File: src/rtl/parity_arbiter_ctrl_pkg.sv
// Shared types, constants and the parity helper for the parity arbiter slice.
package parity_pkg;

  localparam logic SRC_GEN = 1'b0;
  localparam logic SRC_CHK = 1'b1;

  localparam int PARITY_DATA_W = 8;

  typedef enum logic {
    BUF_EMPTY = 1'b0,
    BUF_FULL  = 1'b1
  } buf_state_t;

  // Even parity: the bit that makes the total count of ones even.
  function automatic logic even_parity(input logic [PARITY_DATA_W-1:0] data);
    return ^data;
  endfunction

endpackage

File: src/rtl/parity_arbiter_ctrl_if.sv
// Request/response bundle between the TX/RX datapaths, the CSR side and the arbiter.
interface parity_arbiter_ctrl_if #(
  parameter int DATA_W    = 8,
  parameter int ERR_CNT_W = 8
);

  logic              gen_valid;
  logic              gen_ready;
  logic [DATA_W-1:0] gen_data;

  logic              chk_valid;
  logic              chk_ready;
  logic [DATA_W-1:0] chk_data;
  logic              chk_parity;

  logic              rsp_valid;
  logic              rsp_ready;
  logic              rsp_src;
  logic [DATA_W-1:0] rsp_data;
  logic              rsp_parity;
  logic              rsp_error;

  logic [ERR_CNT_W-1:0] err_count;
  logic                 err_clr;

  modport master (
    output gen_valid, gen_data,
    output chk_valid, chk_data, chk_parity,
    output rsp_ready, err_clr,
    input  gen_ready, chk_ready,
    input  rsp_valid, rsp_src, rsp_data, rsp_parity, rsp_error,
    input  err_count
  );

  modport slave (
    input  gen_valid, gen_data,
    input  chk_valid, chk_data, chk_parity,
    input  rsp_ready, err_clr,
    output gen_ready, chk_ready,
    output rsp_valid, rsp_src, rsp_data, rsp_parity, rsp_error,
    output err_count
  );

endinterface

File: src/rtl/parity_arbiter_ctrl_core.sv
// Combinational even-parity engine shared by the generator and checker paths.
module parity_core
  import parity_pkg::*;
#(
  parameter int DATA_W = PARITY_DATA_W
) (
  input  logic [DATA_W-1:0] data,
  input  logic              rx_parity,
  output logic              parity,
  output logic              error
);

  // Parity of the word, and whether the received parity bit disagrees with it.
  always_comb begin
    parity = even_parity(data);
    error  = parity ^ rx_parity;
  end

endmodule

File: src/rtl/parity_arbiter_ctrl.sv
// Round-robin arbiter sharing one parity core between generator and checker,
// with a single-entry response buffer and a saturating checker-error counter.
module parity_arbiter_ctrl
  import parity_pkg::*;
#(
  parameter int DATA_W    = 8,
  parameter int ERR_CNT_W = 8
) (
  input logic                 clk,
  input logic                 rst_n,
  parity_arbiter_ctrl_if.slave bus
);

  buf_state_t           state_q, state_d;
  logic                 last_grant_q, last_grant_d;
  logic                 rsp_src_q, rsp_src_d;
  logic [DATA_W-1:0]    rsp_data_q, rsp_data_d;
  logic                 rsp_parity_q, rsp_parity_d;
  logic                 rsp_error_q, rsp_error_d;
  logic [ERR_CNT_W-1:0] err_count_q, err_count_d;

  logic              can_accept;
  logic              grant_valid;
  logic              grant_src;
  logic              accept;
  logic [DATA_W-1:0] core_data;
  logic              core_rx_parity;
  logic              core_parity;
  logic              core_error;

  // One core serves whichever source holds the grant.
  parity_core #(.DATA_W(DATA_W)) u_core (
    .data      (core_data),
    .rx_parity (core_rx_parity),
    .parity    (core_parity),
    .error     (core_error)
  );

  // Arbitration, core input mux, buffer next state and counter next value.
  always_comb begin
    state_d        = state_q;
    last_grant_d   = last_grant_q;
    rsp_src_d      = rsp_src_q;
    rsp_data_d     = rsp_data_q;
    rsp_parity_d   = rsp_parity_q;
    rsp_error_d    = rsp_error_q;
    err_count_d    = err_count_q;
    grant_valid    = 1'b0;
    grant_src      = SRC_GEN;

    can_accept = (state_q == BUF_EMPTY) | bus.rsp_ready;

    if (bus.gen_valid && bus.chk_valid) begin
      grant_valid = 1'b1;
      grant_src   = (last_grant_q == SRC_GEN) ? SRC_CHK : SRC_GEN;
    end else if (bus.gen_valid) begin
      grant_valid = 1'b1;
      grant_src   = SRC_GEN;
    end else if (bus.chk_valid) begin
      grant_valid = 1'b1;
      grant_src   = SRC_CHK;
    end

    accept = can_accept & grant_valid;

    core_data      = (grant_src == SRC_CHK) ? bus.chk_data : bus.gen_data;
    core_rx_parity = (grant_src == SRC_CHK) ? bus.chk_parity : 1'b0;

    unique case (state_q)
      BUF_EMPTY: if (accept) state_d = BUF_FULL;
      BUF_FULL: begin
        if (accept)             state_d = BUF_FULL;
        else if (bus.rsp_ready) state_d = BUF_EMPTY;
      end
      default: state_d = BUF_EMPTY;
    endcase

    if (accept) begin
      last_grant_d = grant_src;
      rsp_src_d    = grant_src;
      rsp_data_d   = core_data;
      rsp_parity_d = core_parity;
      rsp_error_d  = (grant_src == SRC_CHK) ? core_error : 1'b0;
    end

    if (bus.err_clr) begin
      err_count_d = '0;
    end else if (accept && (grant_src == SRC_CHK) && core_error &&
                 (err_count_q != {ERR_CNT_W{1'b1}})) begin
      err_count_d = err_count_q + ERR_CNT_W'(1);
    end
  end

  // State and response registers; reset drops any held response.
  always_ff @(posedge clk) begin
    if (!rst_n) begin
      state_q      <= BUF_EMPTY;
      last_grant_q <= SRC_CHK;
      rsp_src_q    <= SRC_GEN;
      rsp_data_q   <= '0;
      rsp_parity_q <= 1'b0;
      rsp_error_q  <= 1'b0;
      err_count_q  <= '0;
    end else begin
      state_q      <= state_d;
      last_grant_q <= last_grant_d;
      rsp_src_q    <= rsp_src_d;
      rsp_data_q   <= rsp_data_d;
      rsp_parity_q <= rsp_parity_d;
      rsp_error_q  <= rsp_error_d;
      err_count_q  <= err_count_d;
    end
  end

  assign bus.gen_ready  = accept & (grant_src == SRC_GEN);
  assign bus.chk_ready  = accept & (grant_src == SRC_CHK);
  assign bus.rsp_valid  = (state_q == BUF_FULL);
  assign bus.rsp_src    = rsp_src_q;
  assign bus.rsp_data   = rsp_data_q;
  assign bus.rsp_parity = rsp_parity_q;
  assign bus.rsp_error  = rsp_error_q;
  assign bus.err_count  = err_count_q;

endmodule

File: src/flat_wrapper.sv
// flat-port wrapper written by rule: the top's interface ports become plain ports
module parity_arbiter_ctrl_flat import parity_pkg::*;
#(
  parameter int DATA_W    = 8,
  parameter int ERR_CNT_W = 8
)
  (clk, rst_n, bus_gen_valid, bus_gen_data, bus_chk_valid, bus_chk_data, bus_chk_parity, bus_rsp_ready, bus_err_clr, bus_gen_ready, bus_chk_ready, bus_rsp_valid, bus_rsp_src, bus_rsp_data, bus_rsp_parity, bus_rsp_error, bus_err_count);
  parity_arbiter_ctrl_if #(.DATA_W(DATA_W), .ERR_CNT_W(ERR_CNT_W)) bus_i ();
  input logic clk;
  input logic rst_n;
  input wire logic [$bits(bus_i.gen_valid)-1:0] bus_gen_valid;
  input wire logic [$bits(bus_i.gen_data)-1:0] bus_gen_data;
  input wire logic [$bits(bus_i.chk_valid)-1:0] bus_chk_valid;
  input wire logic [$bits(bus_i.chk_data)-1:0] bus_chk_data;
  input wire logic [$bits(bus_i.chk_parity)-1:0] bus_chk_parity;
  input wire logic [$bits(bus_i.rsp_ready)-1:0] bus_rsp_ready;
  input wire logic [$bits(bus_i.err_clr)-1:0] bus_err_clr;
  output wire logic [$bits(bus_i.gen_ready)-1:0] bus_gen_ready;
  output wire logic [$bits(bus_i.chk_ready)-1:0] bus_chk_ready;
  output wire logic [$bits(bus_i.rsp_valid)-1:0] bus_rsp_valid;
  output wire logic [$bits(bus_i.rsp_src)-1:0] bus_rsp_src;
  output wire logic [$bits(bus_i.rsp_data)-1:0] bus_rsp_data;
  output wire logic [$bits(bus_i.rsp_parity)-1:0] bus_rsp_parity;
  output wire logic [$bits(bus_i.rsp_error)-1:0] bus_rsp_error;
  output wire logic [$bits(bus_i.err_count)-1:0] bus_err_count;
  assign bus_i.gen_valid = bus_gen_valid;
  assign bus_i.gen_data = bus_gen_data;
  assign bus_i.chk_valid = bus_chk_valid;
  assign bus_i.chk_data = bus_chk_data;
  assign bus_i.chk_parity = bus_chk_parity;
  assign bus_i.rsp_ready = bus_rsp_ready;
  assign bus_i.err_clr = bus_err_clr;
  assign bus_gen_ready = bus_i.gen_ready;
  assign bus_chk_ready = bus_i.chk_ready;
  assign bus_rsp_valid = bus_i.rsp_valid;
  assign bus_rsp_src = bus_i.rsp_src;
  assign bus_rsp_data = bus_i.rsp_data;
  assign bus_rsp_parity = bus_i.rsp_parity;
  assign bus_rsp_error = bus_i.rsp_error;
  assign bus_err_count = bus_i.err_count;
  parity_arbiter_ctrl #(.DATA_W(DATA_W), .ERR_CNT_W(ERR_CNT_W)) u_core (.clk(clk), .rst_n(rst_n), .bus(bus_i));
endmodule
File: config.mk
export PLATFORM = sky130hd
export DESIGN_NAME = parity_arbiter_ctrl_flat
export DESIGN_NICKNAME = d
export VERILOG_FILES = /design/src/rtl/parity_arbiter_ctrl_pkg.sv /design/src/rtl/parity_arbiter_ctrl_if.sv /design/src/rtl/parity_arbiter_ctrl_core.sv /design/src/rtl/parity_arbiter_ctrl.sv /design/src/flat_wrapper.sv
export SDC_FILE = /design/constraint.sdc
export NUM_CORES = 1
export LEC_CHECK = 0
export ABC_AREA = 0
export BUFFER_PORTS_ARGS = -buffer_cell sky130_fd_sc_hd__buf_2
export CAP_MARGIN = 10
export CORE_ASPECT_RATIO = 1.25
export CORE_MARGIN = 2
export CORE_UTILIZATION = 43
export DETAILED_ROUTE_END_ITERATION = 6
export PLACE_DENSITY = 0.75
export SLEW_MARGIN = 40
export SYNTH_ARGS = -nofsm -noshare
export SYNTH_HDL_FRONTEND = slang
export SYNTH_SLANG_ARGS = --single-unit
File: constraint.sdc
create_clock -name clk -period 1.9 [get_ports clk]
set_clock_uncertainty 0.15 [all_clocks]
set_input_delay 0.095 -clock clk [delete_from_list [all_inputs] [get_ports clk]]
set_output_delay 0.095 -clock clk [all_outputs]
set_load 0.01 [all_outputs]
# == After elaboration in Yosys (flattened, before gate mapping) ==
# Index checks and enable logic that the tools add are counted.
# word_totals
register_bits,21
output_inout_bits,22
word_cells,36
# classes
n_addsub,1
eq_ne,1
mux,13
n_bitwise,8
reduce_logical,6
# op_table
op,count
2-to-1 mux 1 bit,11
"adder 8 x 1 -> 8 bit, second input constant",1
2-to-1 mux 8 bit,1
"!= test 8 bit, second input constant",1
XOR reduction 8 bit,1
logical AND 1 bit,4
AND 1 bit,3
NOT 1 bit,3
case mux 1 bit (2 select lines),1
OR reduction 2 bit,1
OR 1 bit,1
bitwise XOR 1 bit,1

# == Logic depth before layout (Yosys ltp) ==
# logic_depth
ltp_word,8
ltp_mapped,6

# == By module ==
# A second synthesis with hierarchy kept.
# unflattened
hier_cells,125
area_unflattened_um2,1116.1
# by_module_without_submodules
mod,n_inst,cells_each,area_each_um2,seq_area_each_um2
parity_arbiter_ctrl,1,117,1032.2,420.4
parity_core,1,8,83.8,0.0

# == Worst setup path after synthesis ==
# No wires, ideal clock.
# synth_timing
kind,in2reg
from,input port bus_chk_data[4]
to,"register u_core.err_count_q[5], in the netlist u_core.bus.err_count[5]"
setup_ns,0.070
t_arrival_ns,1.578
t_required_ns,1.680
slack_ns,0.102
cell_stages,5
cell_sequence,xnor2_1 > xnor2_2 > xnor3_2 > or4_1 > a21oi_1
# synth_between
elab_chain_cells,5
# synth_rtl
item,line,text
"start, declared",flat_wrapper.sv:14,input wire logic [$bits(bus_i.chk_data)-1:0] bus_chk_data;
2-to-1 mux 8 bit,parity_arbiter_ctrl.sv:66,core_data = (grant_src == SRC_CHK) ? bus.chk_data : bus.gen_data;
XOR reduction 8 bit,parity_arbiter_ctrl_pkg.sv:16,return ^data;
bitwise XOR 1 bit,parity_arbiter_ctrl_core.sv:16,error = parity ^ rx_parity;
logical AND 1 bit (2 in a row),parity_arbiter_ctrl.sv:88,end else if (accept && (grant_src == SRC_CHK) && core_error &&
"end signal, assigned",parity_arbiter_ctrl.sv:111,err_count_q <= err_count_d;
"end, declared",parity_arbiter_ctrl.sv:20,"logic [ERR_CNT_W-1:0] err_count_q, err_count_d;"
# Every way passes these cells.
# A chain may end at the register's enable or synchronous reset.

# == Final worst setup path ==
# layout_timing
from,register u_core.last_grant_q
to,"register u_core.err_count_q[3], in the netlist u_core.bus.err_count[3]"
# layout_between
elab_chain_cells,7
elab_cells_between_ends,9
classes_between,4 x mux; 1 x bitwise; 4 x reduce/logical
# layout_rtl
item,line,text
"start, declared",parity_arbiter_ctrl.sv:15,"logic last_grant_q, last_grant_d;"
"start signal, assigned",parity_arbiter_ctrl.sv:106,last_grant_q <= last_grant_d;
2-to-1 mux 1 bit (*),parity_arbiter_ctrl.sv:55,grant_src = (last_grant_q == SRC_GEN) ? SRC_CHK : SRC_GEN;
2-to-1 mux 1 bit (*),parity_arbiter_ctrl.sv:53,if (bus.gen_valid && bus.chk_valid) begin
2-to-1 mux 8 bit,parity_arbiter_ctrl.sv:66,
XOR reduction 8 bit,parity_arbiter_ctrl_pkg.sv:16,
bitwise XOR 1 bit,parity_arbiter_ctrl_core.sv:16,
logical AND 1 bit (*) (2 in a row),parity_arbiter_ctrl.sv:88,
# Mark *: on every way between the ends. The rest lies on a longest branch, timed or not.

==> flow_summary.json <==
{
  "outcome": "complete, no violations",
  "io_buffer_count": 44,
  "whs_ps": 16.7,
  "antenna_found_initial": 0,
  "syn_nets": 151,
  "nNetsFinal": 204,
  "swShare": 0.307,
  "internal-power_w": 0.000740,
  "syn_inst": 127,
  "grt_pass1_vias": 1096,
  "comb_power_share": 0.347,
  "numClockSinks": 21,
  "firstDrtPassIters": 4,
  "cts_root_buf": "clkbuf_4",
  "power_frac_clock": 0.198,
  "core_um2": 2630,
  "drive_gt1_frac": 0.335,
  "post_cts_buffers": 0,
  "post-route-min-period_ps": 1760,
  "vdd_drop_max_v": 0.000420,
  "power_frac_seq": 0.456,
  "area_growth_pct": 30.6,
  "critical_path_class": "flop to flop",
  "leakage_nw": 0.746,
  "drt_iter0_markers": 12,
  "crit_arrival_ps": 1840,
  "num_vias": 1148,
  "start_util": 0.441,
  "synth_top_family_by_area": "compound AO/OA/AOI/OAI gates",
  "gp_congestion": 0.811,
  "slew_viol_final": 0,
  "synthesis.area_um2": 1160,
  "dp_hpwl_um": 2190,
  "numCtsBuffers": 3,
  "synth-xor-area-share": 0.157,
  "fp-row-count": 21,
  "yosys.area_share.adder": 0.0108,
  "end_kind": "flop",
  "final_hold_viol_count": 0,
  "yosys.area_share.simple": 0.186,
  "netlist-cell-type-count": 32,
  "yosys_warnings": 0,
  "wl_um": 2780,
  "ys_seq_area_frac": 0.363,
  "final_cell_count_no_fill": 213,
  "grt_max_degree": 18,
  "clock_path_buffers": 2,
  "slew_headroom": 0.615,
  "n_antenna_cell": 0,
  "max_freq_mhz": 567,
  "worstPathRequired_ps": 1980,
  "min_path_type": "input pin to flop",
  "wl_per_cell_um": 13.0,
  "synth.top_cells.by_area": "dfxtp_1, xnor2_1, mux2i_1, o211a_1, nand2_1",
  "tritoncts": "done",
  "worstSkewPairLatency_ps": 290,
  "drc": 0,
  "ys_seq_elements": 21,
  "grt_overflow_total": 0,
  "tightest_slew_ps": 571,
  "rsz0062_at_grt": "no",
  "die_x_um": 50.4,
  "track_usage": 0.187,
  "die_y_um": 62.0,
  "io_pins": 45,
  "dp_cells": 206,
  "synth-compound-area-share": 0.187,
  "cap_violations": 0,
  "clkSlewWorstSetupHoldPaths_ps": 110,
  "postRouteAntennaNets": 0,
  "power_density_nw_per_um2": 705,
  "vias_per_cell": 5.39,
  "htreeDepth": 1,
  "yosys-mux-area-fraction": 0.0778,
  "setup_viol": 0,
  "start_kind": "flop",
  "grt_pass1_wl_um": 4530,
  "synth.avg_cell_area_um2": 9.12,
  "cp_max_fo": 9,
  "period_share": 0.929,
  "switching_power_w": 0.000327,
  "dieArea_um2": 3130,
  "yosysTopAreaCellShare": 0.363,
  "synth_area_leader_cell": "dfxtp_1"
}
## critical path, cell delays in order, from the launching register on
cell	delay, ps
dfxtp_1	330
a21boi_1	150
nand2_1	150
inv_2	130
o21ai_2	120
or4_1	490
a21oi_1	170
## kinds of logic (layout without fill, tap and decap cells)
family                   Yosys count  in the layout
multiplexers                       9              9
adder cells (fa/ha/maj)            1              1
XOR/XNOR                          16             16
flip-flops                        21             21
buffers and inverters              6             58
AND/OR/NAND/NOR                   43             43
AO/OA/AOI/OAI                     31             31
## power by group through the flow
stage,registers [W],clock network [W],logic [W]
finish,0.000486,0.000211,0.000370
global route,0.000488,0.000232,0.000406
CTS,0.000486,0.000213,0.000371
detailed placement,0.000495,0,0.000364
global placement,0.000494,0,0.000353
floorplan,0.000508,0,0.000206
## worst paths after layout
kind	from	end	slack, ps	depth (start not counted)
max	u_core.last_grant_q	u_core.bus.err_count[3]	140	6
min	bus_gen_data[2]	u_core.bus.rsp_data[2]	20	4
max reg2reg	u_core.last_grant_q	u_core.bus.err_count[3]	140	6
min reg2reg	u_core.bus.rsp_parity	u_core.bus.rsp_parity	360	2
## layout by cell type (no fill, tap or decap), drive strengths merged
master        n
inv           1
xor3          1
dlygate4sd3   3
ha            1
nand3         6
o21a          1
a21oi         9
nor2b         2
a31oi         1
dfxtp        21
nand2b        2
buf          50
xnor3         1
or4           3
nand4         1
xor2          2
or3           1
and4b         1
o211a         8
clkbuf        4
nand2        16
a21boi        2
nor2          5
o31ai         3
and4          1
xnor2        12
mux2i         9
a41o          1
and3          1
nor3          4
o21ai         6
## area by class of cell
class / count / area [um2]
fillers: 247 / 1110
multi-input cells: 100 / 724
flip-flops and latches: 21 / 420
repair buffers: 53 / 295
well taps: 34 / 42.5
clock buffers: 4 / 26.3
inverters: 1 / 3.75
## synthesized netlist by cell type, drive strengths merged
cell type,count
dfxtp,21
nand2,16
xnor2,12
a21oi,9
mux2i,9
o211a,8
nand3,6
o21ai,6
nor2,5
nor3,4
clkbuf,3
o31ai,3
or4,3
a21boi,2
buf,2
nand2b,2
nor2b,2
xor2,2
a31oi,1
a41o,1
and3,1
and4,1
and4b,1
ha,1
inv,1
nand4,1
o21a,1
or3,1
xnor3,1
xor3,1
## flip-flops by register name, summed over array words and instances, names as in the netlist
| name | count |
|---|---|
| u_core.bus.rsp_parity | 1 |
| u_core.bus.err_count | 8 |
| u_core.bus.rsp_error | 1 |
| u_core.bus.rsp_valid | 1 |
| u_core.bus.rsp_data | 8 |
| u_core.bus.rsp_src | 1 |
| u_core.last_grant_q | 1 |
## stage by stage
stage | total power (W) | TNS (ps) | util | setup WS [ps] | area, um2
after CTS | 0.00107 | 0 | 0.574 | 58.1 | 1510
after global placement | 0.000847 | 0 | 0.551 | 22.6 | 1450
final | 0.00107 | 0 | 0.576 | 136 | 1510
after detailed placement | 0.000860 | -89.2 | 0.551 | -64.0 | 1450
after global routing | 0.00113 | 0 | 0.576 | 42.6 | 1510
after floorplan | 0.000713 | 0 | - | 102 | 1160
## layer usage
metal,share of wire,GRT usage
met3,0.062,0.0359
met1,0.40,0.206
met5,0,0
met4,0.020,0.0965
met2,0.52,0.348
## timing repair
| action | CTS | global route |
|---|---|---|
| hold buffers | 3 | 0 |
| gates resized for setup | 1 | 2 |
| setup endpoints to repair | 1 | 2 |
| hold endpoints to repair | 2 | 0 |
No activity file was read; power rests on OpenSTA's default activity.
